## src/rtl/axi_stream_read_arbiter.sv

```systemverilog
// Round-robin load arbiter over a shared AXI-Stream request/payload pair.
// N_CHANNELS load requesters share one single-beat request stream; returned
// payload beats are routed back in request order using a tag FIFO that
// records which channel issued each outstanding request.
//
// Ports:
//   clk, rst_n                       clock, asynchronous active-low reset
//   ldAddr / ldAddr_valid / _ready   per-channel load address handshake
//   ldData / ldData_valid / _ready   per-channel returned data handshake
//   m_axis_req_*                     shared request stream (registered)
//   s_axis_pl_*                      shared payload stream
//   outstanding                      tag FIFO occupancy
//   err_unexpected                   sticky: payload beat with nothing outstanding
module axi_stream_read_arbiter #(
  parameter int unsigned ADDR_WIDTH      = 4,
  parameter int unsigned DATA_WIDTH      = 32,
  parameter int unsigned N_CHANNELS      = 2,
  parameter int unsigned MAX_OUTSTANDING = 4
) (
  input  logic                                   clk,
  input  logic                                   rst_n,
  input  logic [N_CHANNELS-1:0][ADDR_WIDTH-1:0]  ldAddr,
  input  logic [N_CHANNELS-1:0]                  ldAddr_valid,
  output logic [N_CHANNELS-1:0]                  ldAddr_ready,
  output logic [N_CHANNELS-1:0][DATA_WIDTH-1:0]  ldData,
  output logic [N_CHANNELS-1:0]                  ldData_valid,
  input  logic [N_CHANNELS-1:0]                  ldData_ready,
  output logic [ADDR_WIDTH-1:0]                  m_axis_req_tdata,
  output logic                                   m_axis_req_tvalid,
  output logic                                   m_axis_req_tlast,
  input  logic                                   m_axis_req_tready,
  input  logic [DATA_WIDTH-1:0]                  s_axis_pl_tdata,
  input  logic                                   s_axis_pl_tvalid,
  input  logic                                   s_axis_pl_tlast,
  output logic                                   s_axis_pl_tready,
  output logic [$clog2(MAX_OUTSTANDING+1)-1:0]   outstanding,
  output logic                                   err_unexpected
);

  localparam int unsigned TAG_W = (N_CHANNELS > 1) ? $clog2(N_CHANNELS) : 1;
  localparam int unsigned PTR_W = $clog2(MAX_OUTSTANDING);
  localparam int unsigned CNT_W = $clog2(MAX_OUTSTANDING + 1);

  logic                  req_valid;
  logic [ADDR_WIDTH-1:0] req_addr;
  logic [TAG_W-1:0]      last_grant;
  logic [TAG_W-1:0]      tag_mem [MAX_OUTSTANDING];
  logic [PTR_W-1:0]      wr_ptr;
  logic [PTR_W-1:0]      rd_ptr;
  logic [CNT_W-1:0]      count;
  logic                  err_q;

  logic                  fifo_full;
  logic                  fifo_empty;
  logic                  can_accept;
  logic                  grant_found;
  logic [TAG_W-1:0]      grant_idx;
  logic [TAG_W-1:0]      cand;
  logic                  addr_hs;
  logic [TAG_W-1:0]      head;
  logic                  pop;

  // tlast carries no meaning here: every request is a single beat.
  logic unused_tlast;
  assign unused_tlast = s_axis_pl_tlast;

  assign fifo_full  = (count == CNT_W'(MAX_OUTSTANDING));
  assign fifo_empty = (count == '0);
  // Full blocks a push even if a pop happens this cycle (no bypass).
  assign can_accept = rst_n && (!req_valid || m_axis_req_tready) && !fifo_full;

  // Round-robin search starting one past the last granted channel.
  always_comb begin
    grant_found = 1'b0;
    grant_idx   = '0;
    cand        = '0;
    for (int unsigned k = 1; k <= N_CHANNELS; k++) begin
      cand = TAG_W'((32'(last_grant) + k) % N_CHANNELS);
      if (!grant_found && ldAddr_valid[cand]) begin
        grant_found = 1'b1;
        grant_idx   = cand;
      end
    end
  end

  assign addr_hs = grant_found && can_accept;

  always_comb begin
    ldAddr_ready = '0;
    if (addr_hs) ldAddr_ready[grant_idx] = 1'b1;
  end

  // Payload routing follows the oldest outstanding tag.
  assign head             = tag_mem[rd_ptr];
  assign s_axis_pl_tready = fifo_empty ? 1'b1 : ldData_ready[head];
  assign pop              = s_axis_pl_tvalid && !fifo_empty && ldData_ready[head];

  always_comb begin
    ldData_valid = '0;
    for (int unsigned j = 0; j < N_CHANNELS; j++) begin
      ldData[j]       = s_axis_pl_tdata;
      ldData_valid[j] = s_axis_pl_tvalid && !fifo_empty && (head == TAG_W'(j));
    end
  end

  // Request register and round-robin pointer.
  always_ff @(posedge clk or negedge rst_n) begin
    if (!rst_n) begin
      req_valid  <= 1'b0;
      req_addr   <= '0;
      last_grant <= TAG_W'(N_CHANNELS - 1);
    end else if (addr_hs) begin
      req_valid  <= 1'b1;
      req_addr   <= ldAddr[grant_idx];
      last_grant <= grant_idx;
    end else if (m_axis_req_tready) begin
      req_valid  <= 1'b0;
    end
  end

  // Tag storage needs no reset: only entries below count are ever read.
  always_ff @(posedge clk) begin
    if (addr_hs) tag_mem[wr_ptr] <= grant_idx;
  end

  // Tag FIFO pointers and occupancy; pointers wrap at the power-of-2 depth.
  always_ff @(posedge clk or negedge rst_n) begin
    if (!rst_n) begin
      wr_ptr <= '0;
      rd_ptr <= '0;
      count  <= '0;
    end else begin
      if (addr_hs) wr_ptr <= wr_ptr + PTR_W'(1);
      if (pop)     rd_ptr <= rd_ptr + PTR_W'(1);
      case ({addr_hs, pop})
        2'b10:   count <= count + CNT_W'(1);
        2'b01:   count <= count - CNT_W'(1);
        default: count <= count;
      endcase
    end
  end

  // Sticky flag for a payload beat discarded with nothing outstanding.
  always_ff @(posedge clk or negedge rst_n) begin
    if (!rst_n)                             err_q <= 1'b0;
    else if (s_axis_pl_tvalid && fifo_empty) err_q <= 1'b1;
  end

  assign m_axis_req_tvalid = req_valid;
  assign m_axis_req_tdata  = req_addr;
  assign m_axis_req_tlast  = 1'b1;
  assign outstanding       = count;
  assign err_unexpected    = err_q;

endmodule

```

## config.mk

```make
export PLATFORM = sky130hd
export DESIGN_NAME = axi_stream_read_arbiter
export DESIGN_NICKNAME = d
export VERILOG_FILES = /design/src/rtl/axi_stream_read_arbiter.sv
export SDC_FILE = /design/constraint.sdc
export NUM_CORES = 1
export LEC_CHECK = 0
export ABC_AREA = 1
export ABC_CLOCK_PERIOD_IN_PS = 2520
export BUFFER_PORTS_ARGS = -buffer_cell sky130_fd_sc_hd__buf_2
export CORE_MARGIN = 3
export CORE_UTILIZATION = 39
export CTS_CLUSTER_DIAMETER = 80
export DETAILED_ROUTE_END_ITERATION = 7
export GPL_ROUTABILITY_DRIVEN = 0
export PLACE_DENSITY = 0.81
export SKIP_CTS_REPAIR_TIMING = 1
export SKIP_LAST_GASP = 1
export SLEW_MARGIN = 15
export SYNTH_ARGS = -nofsm -noshare
export SYNTH_HDL_FRONTEND = slang
export SYNTH_SLANG_ARGS = --single-unit
```

## constraint.sdc

```tcl
create_clock -name clk -period 2.52 [get_ports clk]
set_input_delay 0.252 -clock clk [delete_from_list [all_inputs] [get_ports clk]]
set_output_delay 0.252 -clock clk [all_outputs]
set_load 0.005 [all_outputs]
```

* Word-level counts from Yosys, hierarchy flattened
Memories as Yosys holds them, arrays and structs flattened.
Cells that the tools add are included.
** Cells by class
- Bitwise gates (word level) :: 1
- $lt $le $gt $ge :: 5
- Equality and inequality tests :: 3
- Mux-type cells :: 21
- $add $sub $neg :: 6
- Reduce and logical (&&, ||, !) cells :: 18
** Operators by type and width (count)
- $mux 1 :: 16
- $logic_and 1x1->1 :: 10
- $lt 1x2->1 const B :: 4
- $mux 4 :: 2
- $pmux 3 s2 :: 1
- $add 2x1->2 const B :: 2
- $logic_not 1->1 :: 4
- $reduce_bool 2->1 :: 2
- $add 3x1->3 const B :: 1
- $eq 3x3->1 const B :: 1
- $logic_not 3->1 :: 1
- $sub 3x1->3 const B :: 1
- $add 1x1->1 const B :: 2
- $eq 2x1->1 const B :: 1
- $eq 2x2->1 const B :: 1
- $mux 2 :: 1
- $demux 1 s1 :: 1
- $ge 1x1->1 const B :: 1
- $logic_or 1x1->1 :: 1
- $not 1->1 :: 1
** Word-level totals
- Logic and storage cells :: 62
- Input port bits :: 49
- Register bits after elaboration :: 14
- Memory bits (writable) :: 4
- Output and inout port bits :: 79
- Memories :: 1
** Memory list
- tag_mem :: depth 4, width 1, rd ports 1, clocked after Yosys merged registers in 0, wr ports 1, RTL line 47 : logic [TAG_W-1:0] tag_mem [MAX_OUTSTANDING];

* Depth between registers and ports, before layout
Gate-level depths: netlist (run 1).
- Depth in word-level cells :: 12
- Mapped depth :: 13

* Worst setup path before layout (run 1)
No wires, ideal clock.
- Path type :: reg2reg
- Start :: reg count[0], in the netlist outstanding[0]
- End :: reg count[2], in the netlist outstanding[2]
- Setup slack :: 0.616 ns
- Setup time :: 0.131 ns
- Stages on the path, launching flop included :: 11
- Data arrival time :: 1.773 ns
- Required time :: 2.389 ns
- Path through :: dfrtp_1 inv_2 nand3_1 nand3_2 buf_4 ha_1 inv_1 fa_1 a21oi_1 o21ai_0 xor2_1
** Between the ends
- Longest elaborated chain between the ends :: 6
** Ends and longest elaborated chain
- start: declaration :: RTL line 50 : logic [CNT_W-1:0] count;
- start signal: assignment :: RTL line 136 : 2'b10: count <= count + CNT_W'(1);
- start signal: assignment :: RTL line 137 : 2'b01: count <= count - CNT_W'(1);
- start signal: assignment :: RTL line 138 : default: count <= count;
- $eq 3x3->1 or $logic_not 3->1 (tied branches) :: RTL line 67, 68
- $logic_not 1->1 (on tied branches) :: RTL line 70, 96
- $logic_and 1x1->1 (on tied branches) :: RTL line 70, 96
- $logic_and 1x1->1 (on tied branches) :: RTL line 86, 96
- $eq 2x1->1 or $eq 2x2->1 (tied branches) :: RTL line 135 : case ({addr_hs, pop})
- $pmux 3 s2 or $reduce_bool 2->1 (tied branches)
Several ways; a longest one is shown, not always the timed one.
A chain may end at the register's enable or synchronous reset.

* Final worst setup path (run 1)
- Start :: in rst_n
- End :: out ldAddr_ready[1]
** Between the ends
- Longest elaborated chain between the ends :: 4
** Ends and longest elaborated chain
- start: declaration :: RTL line 21 : input logic rst_n,
- $logic_and 1x1->1 (2 in series) :: RTL line 70 : assign can_accept = rst_n && (!req_valid || m_axis_req_tready) && !fifo_full;
- $logic_and 1x1->1 :: RTL line 86 : assign addr_hs = grant_found && can_accept;
- $mux 2 :: RTL line 90 : if (addr_hs) ldAddr_ready[grant_idx] = 1'b1;
- end: declaration :: RTL line 24 : output logic [N_CHANNELS-1:0] ldAddr_ready,
No other way between the ends.

==> results.toml, run 1 <==
[synth]
synthesis.nets = 243
avgSynthCellArea_sq_um = 8.10
async_reset_ff_share_pct = 77.8
yosys.area.top_type_share_pct = 32.5
synth_edf_count = 4
synthCells = 188
yosysMostFrequentCell = "buf_4"
synthFlopType = "dfrtp_1"
synth_commonest_cells = "buf_4 (66), nand2_1 (35), inv_1 (19)"
yosys_register_bits = 18
ys_seq_area_share_pct = 31.0
synth_cell_types = 24
netlist_area_sq_um = 1520
ys_warn_count = 0
yosysTopAreaCell = "buf_4"
synthTopCellsByArea = "buf_4 (33%), dfrtp_1 (21%), nand2_1 (8.6%), edfxtp_1 (7.9%), inv_1 (4.7%)"

[final_layout]
area_growth_pct = -14.3
fillers = 412
seq_area_sq_um = 472
drive_above_1_share_pct = 32.5
final_cells = 205
fin_nets = 213
multi_input_area_sq_um = 465
diodes = 0

[clock_tree]
cts_buffers = 3
htreeDepth = 1
clk_path_buf_depth = 2
root_buffer = "clkbuf_8"
cts.sink_count = 18
clk_pin_slew_worst_paths_ns = 0.07
cts_tree = "built"
insertion_delay_ns = 0.25

[setup_path]
cp_data_arrival_time_ns = 1.90
path_max_fanout = 15
startpoint = "rst_n"
critPathRequiredTime_ns = 2.27
rr_startpoint = "rd_ptr[1]$_DFFE_PN0P_"
rr_endpoint = "outstanding[2]$_DFFE_PN0P_"
rrSetupSlack_ns = 0.44
startpoint_type = "input port"
crit_path_end_kind = "primary output"
ff2ff_path_depth = 11
crit_type = "input port to primary output"
crit_end = "ldAddr_ready[1]"

[drt]
drt_iter0_drc = 25
antenna_left = 0
routed_wl_um = 2120
drc = 0
drt-wirelength-per-cell_um = 10.3
dr.pass1.iters = 4
viasPerCell = 4.26
vias = 874

[sta]
slew_viol_final = 0
timing.final.hold_violations = 0
max_freq_mhz = 464
rsz0062_at_grt = "false"
setup_tns_ns = 0
setup_viol = 0
finClkSkew_ns = 0.00289
fin_crit_ns = 2.15
layout_setup_ws_ns = 0.366
finalCritPeriodShare_pct = 85.5

[grt]
grt_pass1_vias = 858
gr-total-overflow = 0
antenna_found_initial = 0
grt_usage_pct = 9.92
grt_max_degree = 16
grt_pass1_wl_um = 3550

[placed_design]
port_buffers = 29
dp_hpwl_um = 1700
dp_slack_ns = 0.451
place_inst = 200

[floorplanning]
io_pins = 128
dieHeight_um = 68.5
rows = 22
die_area_sq_um = 4690
start_util_pct = 41.0
die_w_um = 68.5
core_area_sq_um = 3720

[power]
vdd_ir_drop_max_uv = 488
leakage_uw = 0.000705
total_power_uw = 1350
p_per_area_nw_per_um2 = 1040

[worst_hold_path]
min_from = "s_axis_pl_tvalid"
min_path_type = "input port to register"

[run]
drv_cap = 0

[run_status]
status = "finished clean"
==> logic make-up after synthesis <==
kind of cell    synth area share (%)
buf+inv                         38.5
flops                           31.0
compound gates                  3.53
simple gates                    19.6
xor+xnor                        1.73
other cells                    0.246
fa+ha+maj                       5.42
==> power breakdown <==
part | leakage [uW] | internal [uW] | switching [uW]
Sequential | 0.000202 | 421 | 79.0
Clock | 0.0000288 | 138 | 88.1
Combinational | 0.000474 | 257 | 368
==> cell type report <==
cell class | instances | area share (%)
clock buffers | 4 | 4.22
inverters | 24 | 6.90
multi-input cells | 80 | 35.7
flip-flops and latches | 18 | 36.1
well taps | 48 | 4.60
repair buffers | 31 | 12.5
==> registers in the layout (all words and copies together) (netlist names) <==
register / flops
m_axis_req_tvalid: 1
m_axis_req_tdata: 4
err_unexpected: 1
tag_mem: 4
last_grant: 1
outstanding: 3
rd_ptr: 2
wr_ptr: 2
==> cells in the final DEF (no fill, tap or decap), drive strengths merged <==
master       Yosys  layout
dfrtp           13      13
dlygate4sd3      0       1
clkbuf           0       4
o21a             1       1
buf             66      30
o21bai           1       1
nand2           41      41
xor2             2       2
inv             24      24
ha               5       5
dfstp            1       1
nor2             8       8
fa               1       1
edfxtp           4       4
nand3           12      12
xnor2            1       1
o21ai            5       5
a21oi            2       2
conb             1       1
==> layer usage <==
layer / part of all wire, % / GRT usage (%) / vias to the layer above / wire length [um]
met1: 42 / 11.5 / 375 / 893
li1: - / - / 441 / -
met4: 5.6 / 8.19 / 0 / 118
met2: 43 / 15.1 / 38 / 914
met5: 0 / 0 / - / 0
met3: 9.2 / 2.63 / 20 / 194
==> how the worst min path moves through the flow <==
stage | to | depth (start not counted)
2_1_floorplan | err_unexpected$_DFFE_PN0P_ | 0
3_5_place_dp | m_axis_req_tvalid$_DFFE_PN0P_ | 1
6_report | err_unexpected$_DFFE_PN0P_ | 3
5_1_grt | err_unexpected$_DFFE_PN0P_ | 3
3_3_place_gp | m_axis_req_tvalid$_DFFE_PN0P_ | 1
4_1_cts | m_axis_req_tvalid$_DFFE_PN0P_ | 1
==> stage by stage <==
stage               utilization, %  area [sq um]  hold WS, ns
CTS                           34.8          1290      -0.0980
detailed placement            33.4          1240        0.174
global route                  35.1          1310        0.271
floorplan                        -          1520      -0.0436
finish                        35.1          1310        0.256
global placement              33.4          1240        0.169
==> critical path, stage by stage <==
cell           delay, ns
dlygate4sd3_1       0.51
buf_2               0.31
o21a_1              0.20
nand3_2             0.08
buf_4               0.19
inv_2               0.13
nand2_1             0.08
inv_1               0.05
buf_2               0.10
Power figures use the tool's default switching activity.
==> inputs of run 2 (changes only) <==
--- a/config.mk
+++ b/config.mk
@@ -8,9 +8,10 @@
 export ABC_AREA = 1
 export ABC_CLOCK_PERIOD_IN_PS = 2520
 export BUFFER_PORTS_ARGS = -buffer_cell sky130_fd_sc_hd__buf_2
+export CORE_ASPECT_RATIO = 1.75
 export CORE_MARGIN = 3
 export CORE_UTILIZATION = 39
-export CTS_CLUSTER_DIAMETER = 80
+export CTS_CLUSTER_DIAMETER = 200
 export DETAILED_ROUTE_END_ITERATION = 7
 export GPL_ROUTABILITY_DRIVEN = 0
 export PLACE_DENSITY = 0.81
==> run 2 against run 1 <==
  * Sequential cell count unchanged
  * Count of clock-buffer cells in the layout down 1
  * Combinational power up 3%
  * Largest power group unchanged
  * Setup slack better by 0.065 ns
  * Via count up 5.8%
  * Critical endpoint is now outstanding[2]$_DFFE_PN0P_
  * Maximum frequency up 3.1%
==> results.toml, run 2 (synthesis results as in run 1) <==
[power]
sw_frac_of_total_pct = 41.0
p_comb_share_pct = 47.7
seq_power_share_pct = 37.3
vdd_ir_drop_max_uv = 581
total_power_uw = 1340
p_clk_share_pct = 14.9
p_switching_uw = 550
p_per_area_nw_per_um2 = 1030
leakage_uw = 0.000704
internal-power_uw = 792

[floorplanning]
start_util_pct = 41.1
dieHeight_um = 88.7
core_area_sq_um = 3700
die_area_sq_um = 4720
io_pins = 128
die_w_um = 53.2
rows = 29

[drt]
drc = 0
routed_wl_um = 2730
dr.pass1.iters = 3
drt-wirelength-per-cell_um = 13.4
antenna_left = 0
vias = 925
drt_iter0_drc = 11
viasPerCell = 4.53

[clock_tree]
cts_tree = "built"
cts.sink_count = 18
cts_buffers = 3
clk_path_buf_depth = 2
insertion_delay_ns = 0.25
htreeDepth = 1
root_buffer = "clkbuf_8"
clk_pin_slew_worst_paths_ns = 0.06

[setup_path]
crit_family = "adder cells"
cp_data_arrival_time_ns = 2.22
worst-path-buf-inv = 3
rr_endpoint = "outstanding[2]$_DFFE_PN0P_"
startpoint_type = "register"
crit_chain = "inv_1 > nand3_4 > nand3_1 > nand3_1 > inv_1 > ha_1 > inv_1 > fa_1 > a21oi_1 > o21ai_0 > xor2_1"
slowest_delay_ns = 0.43
cpMostUsedCell = "inv_1"
rrSetupSlack_ns = 0.43
crit_slowest_cell = "dfrtp_1"
crit_type = "register to register"
critPathRequiredTime_ns = 2.65
crit_path_end_kind = "register"
rr_startpoint = "rd_ptr[1]$_DFFE_PN0P_"
path_max_fanout = 4
ff2ff_path_depth = 11

[final_layout]
diodes = 0
mostFrequentLayoutCells = "nand2_1 (35), buf_2 (29), inv_1 (19)"
drive_above_1_share_pct = 32.3
layout_commonest_cell = "nand2_1"
area_growth_pct = -14.6
fin_nets = 214

[grt]
gr-total-overflow = 0
grt_pass1_wl_um = 4440
grt_max_degree = 15
antenna_found_initial = 0
grt_pass1_vias = 989
grt_usage_pct = 12.8

[placed_design]
dp_hpwl_um = 2290
port_buffers = 29

[run_status]
status = "finished clean"

[sta]
max_freq_mhz = 479
setup_viol = 0
finalCritPeriodShare_pct = 82.9
timing.final.hold_violations = 0
finClkSkew_ns = 0.00333
slew_viol_final = 0
setup_tns_ns = 0
hold-worst-slack_ns = 0.253
rsz0062_at_grt = "false"
fin_crit_ns = 2.09

[worst_hold_path]
holdPathEnd = "err_unexpected$_DFFE_PN0P_"
min_path_type = "input port to register"
min_from = "s_axis_pl_tvalid"
holdPathStages = 3

[run]
drv_cap = 0
[run 2: power by group through the flow]
stage / clock network (uW) / logic, uW / registers (uW)
finish: 201 / 641 / 501
global route: 220 / 743 / 517
CTS: 205 / 655 / 501
detailed placement: 0 / 654 / 503
global placement: 0 / 621 / 502
floorplan: 0 / 525 / 499
[run 2: worst reg2reg max path, stage by stage, from the launching register on]
cell	delay, ns
dfrtp_1	0.43
inv_1	0.15
nand3_4	0.11
nand3_1	0.12
nand3_1	0.10
inv_1	0.08
ha_1	0.14
inv_1	0.06
fa_1	0.38
a21oi_1	0.14
o21ai_0	0.11
xor2_1	0.15
[run 2: how the worst max path moves through the flow]
stage / start / to / slack [ns] / depth (start not counted)
floorplan: outstanding[0]$_DFFE_PN0P_ / outstanding[2]$_DFFE_PN0P_ / 0.62 / 10
global placement: rd_ptr[0]$_DFFE_PN0P_ / outstanding[2]$_DFFE_PN0P_ / 0.50 / 13
detailed placement: rd_ptr[1]$_DFFE_PN0P_ / outstanding[2]$_DFFE_PN0P_ / 0.44 / 11
CTS: rd_ptr[1]$_DFFE_PN0P_ / outstanding[2]$_DFFE_PN0P_ / 0.42 / 11
global route: rd_ptr[1]$_DFFE_PN0P_ / outstanding[2]$_DFFE_PN0P_ / 0.27 / 11
finish: rd_ptr[1]$_DFFE_PN0P_ / outstanding[2]$_DFFE_PN0P_ / 0.43 / 11
[run 2: area by class of cell]
cell class                 instances  area (sq um)
clock buffer                       3          41.3
timing repair buffer              32           170
clock inverter                     1          3.75
sequential                        18           472
multi-input combinational         80           465
tap                               46          57.6
inverter                          24          90.1
fill                             392          2400
[run 2: metal layers]
layer,share of wire [%],global-route usage [%],up-vias
li1,-,-,442
met3,15,4.72,42
met1,29,11.1,394
met5,0,0,-
met4,12,16.3,0
met2,44,19.6,47
[run 2: metrics by stage]
stage	area, sq um	util (%)	std cells	setup slack [ns]
4_1_cts	1290	34.9	203	0.421
3_3_place_gp	1240	33.6	199	0.499
5_1_grt	1300	35.1	204	0.268
6_report	1300	35.1	204	0.431
3_5_place_dp	1240	33.6	199	0.438
2_1_floorplan	1520	-	188	0.616
==> inputs of run 3 (changes only) <==
--- a/config.mk
+++ b/config.mk
@@ -6,15 +6,15 @@
 export NUM_CORES = 1
 export LEC_CHECK = 0
 export ABC_AREA = 1
-export ABC_CLOCK_PERIOD_IN_PS = 2520
+export ABC_CLOCK_PERIOD_IN_PS = 1750
 export BUFFER_PORTS_ARGS = -buffer_cell sky130_fd_sc_hd__buf_2
 export CORE_ASPECT_RATIO = 1.75
 export CORE_MARGIN = 3
-export CORE_UTILIZATION = 39
+export CORE_UTILIZATION = 35
 export CTS_CLUSTER_DIAMETER = 200
 export DETAILED_ROUTE_END_ITERATION = 7
 export GPL_ROUTABILITY_DRIVEN = 0
-export PLACE_DENSITY = 0.81
+export PLACE_DENSITY = 0.77
 export SKIP_CTS_REPAIR_TIMING = 1
 export SKIP_LAST_GASP = 1
 export SLEW_MARGIN = 15
==> constraint.sdc (replaced) <==
create_clock -name clk -period 1.75 [get_ports clk]
set_input_delay 0.175 -clock clk [delete_from_list [all_inputs] [get_ports clk]]
set_output_delay 0.175 -clock clk [all_outputs]
set_load 0.005 [all_outputs]
==> run 3 against run 2 <==
  * The run now ends with negative setup slack left
  * Cell area up 15%
  * First-iteration DRC count up 140%
  * Sequential share of layout area down 4.6 points
  * Sequential power up 42%
  * Wire length up 3.9%
  * Maximum frequency up 9.9%
  * Clock skew about the same
  * Critical path type unchanged
  * Critical endpoint unchanged
==> results.toml, run 3 (synthesis results as in run 1) <==
[run_status]
status = "finished, violations left"
violations = "negative setup slack"

[drt]
antenna_left = 0
drc = 0
vias = 993
viasPerCell = 4.45
dr.pass1.iters = 3
drt-wirelength-per-cell_um = 12.7
routed_wl_um = 2830
drt_iter0_drc = 26

[final_layout]
diodes = 0
layout_commonest_cell = "nand2_1"
stdcell_area_sq_um = 1490
area_growth_pct = -2.22
fin_nets = 230
mostFrequentLayoutCells = "nand2_1 (35), buf_2 (29), buf_4 (18)"
drive_above_1_share_pct = 44.3

[floorplanning]
io_pins = 128
rows = 31
start_util_pct = 36.7
die_w_um = 55.9
core_area_sq_um = 4150
dieHeight_um = 93.3
die_area_sq_um = 5210

[worst_hold_path]
holdPathStages = 3
holdPathEnd = "err_unexpected$_DFFE_PN0P_"
min_path_type = "input port to register"
min_from = "s_axis_pl_tvalid"

[power]
vdd_ir_drop_max_uv = 706
leakage_uw = 0.000793
p_per_area_nw_per_um2 = 1580

[sta]
rsz0062_at_grt = "true"
hold-worst-slack_ns = 0.160
timing.final.hold_violations = 0
finClkSkew_ns = 0.00316
setup_viol = 2
max_freq_mhz = 526
finalCritPeriodShare_pct = 109
fin_crit_ns = 1.90
slew_viol_final = 0
layout_setup_ws_ns = -0.151

[grt]
grt_max_degree = 15
grt_pass1_wl_um = 4360
antenna_found_initial = 0
gr-total-overflow = 0
grt_pass1_vias = 1005
grt_usage_pct = 10.8

[clock_tree]
insertion_delay_ns = 0.26
htreeDepth = 1
cts.sink_count = 18
clk_path_buf_depth = 2
root_buffer = "clkbuf_8"
clk_pin_slew_worst_paths_ns = 0.07
cts_tree = "built"
cts_buffers = 3

[setup_path]
crit_path_end_kind = "register"
rrSetupSlack_ns = -0.15
cp_data_arrival_time_ns = 2.04
crit_type = "register to register"
ff2ff_path_depth = 13
rr_startpoint = "rd_ptr[0]$_DFFE_PN0P_"
path_max_fanout = 4
rr_endpoint = "outstanding[2]$_DFFE_PN0P_"
startpoint_type = "register"
critPathRequiredTime_ns = 1.89

[placed_design]
dp_hpwl_um = 2240
port_buffers = 29
placed_area_sq_um = 1360

[run]
drv_cap = 0
==> run 3: worst max-delay path: stages, from the launching register on <==
cell and delay [ns]:
dfrtp_1 0.41, inv_2 0.09, nand2_2 0.07, nand3_4 0.09, nand2_4 0.07, nand2_4 0.07, nand3_4 0.06, inv_2 0.07
ha_4 0.12, inv_2 0.04, fa_2 0.36, a21oi_2 0.13, o21ai_1 0.08, xor2_1 0.14
==> run 3: final cells by class <==
cell class / instances / area [sq um]
Fill cell: 425 / 2660
Multi-Input combinational cell: 80 / 518
Sequential cell: 18 / 472
Timing Repair Buffer: 48 / 290
Inverter: 24 / 92.6
Tap cell: 49 / 61.3
Clock buffer: 4 / 55.1
==> run 3: stage by stage <==
step	setup TNS, ns	setup WS, ns	instances	power, uW	utilization [%]
2_1_floorplan	-0.0856	-0.0690	188	1490	-
3_3_place_gp	-0.180	-0.125	216	1850	32.7
3_5_place_dp	-0.317	-0.160	216	1890	32.7
4_1_cts	-0.393	-0.197	220	2250	34.0
5_1_grt	-0.514	-0.328	223	2580	35.9
6_report	-0.168	-0.151	223	2360	35.9
==> run 3: layer usage <==
metal	vias to the layer above	global-route usage, %	part of all wire, %
met1	435	8.91	29
met5	-	0	0
li1	476	-	-
met4	0	10.3	8.1
met2	49	17.6	48
met3	33	5.80	15
==> run 3: worst max path at each step <==
stage,from,to,cells after the start
global placement,rd_ptr[0]$_DFFE_PN0P_,outstanding[2]$_DFFE_PN0P_,11
finish,rd_ptr[0]$_DFFE_PN0P_,outstanding[2]$_DFFE_PN0P_,13
detailed placement,rd_ptr[0]$_DFFE_PN0P_,outstanding[2]$_DFFE_PN0P_,13
CTS,rd_ptr[0]$_DFFE_PN0P_,outstanding[2]$_DFFE_PN0P_,13
floorplan,rd_ptr[0]$_DFFE_PN0P_,outstanding[2]$_DFFE_PN0P_,13
global route,rd_ptr[0]$_DFFE_PN0P_,outstanding[2]$_DFFE_PN0P_,13
==> run 3: power by group <==
part           switching, uW  total, uW  internal (uW)
clock network            143        343            200
logic                    667       1300            638
registers                105        710            605
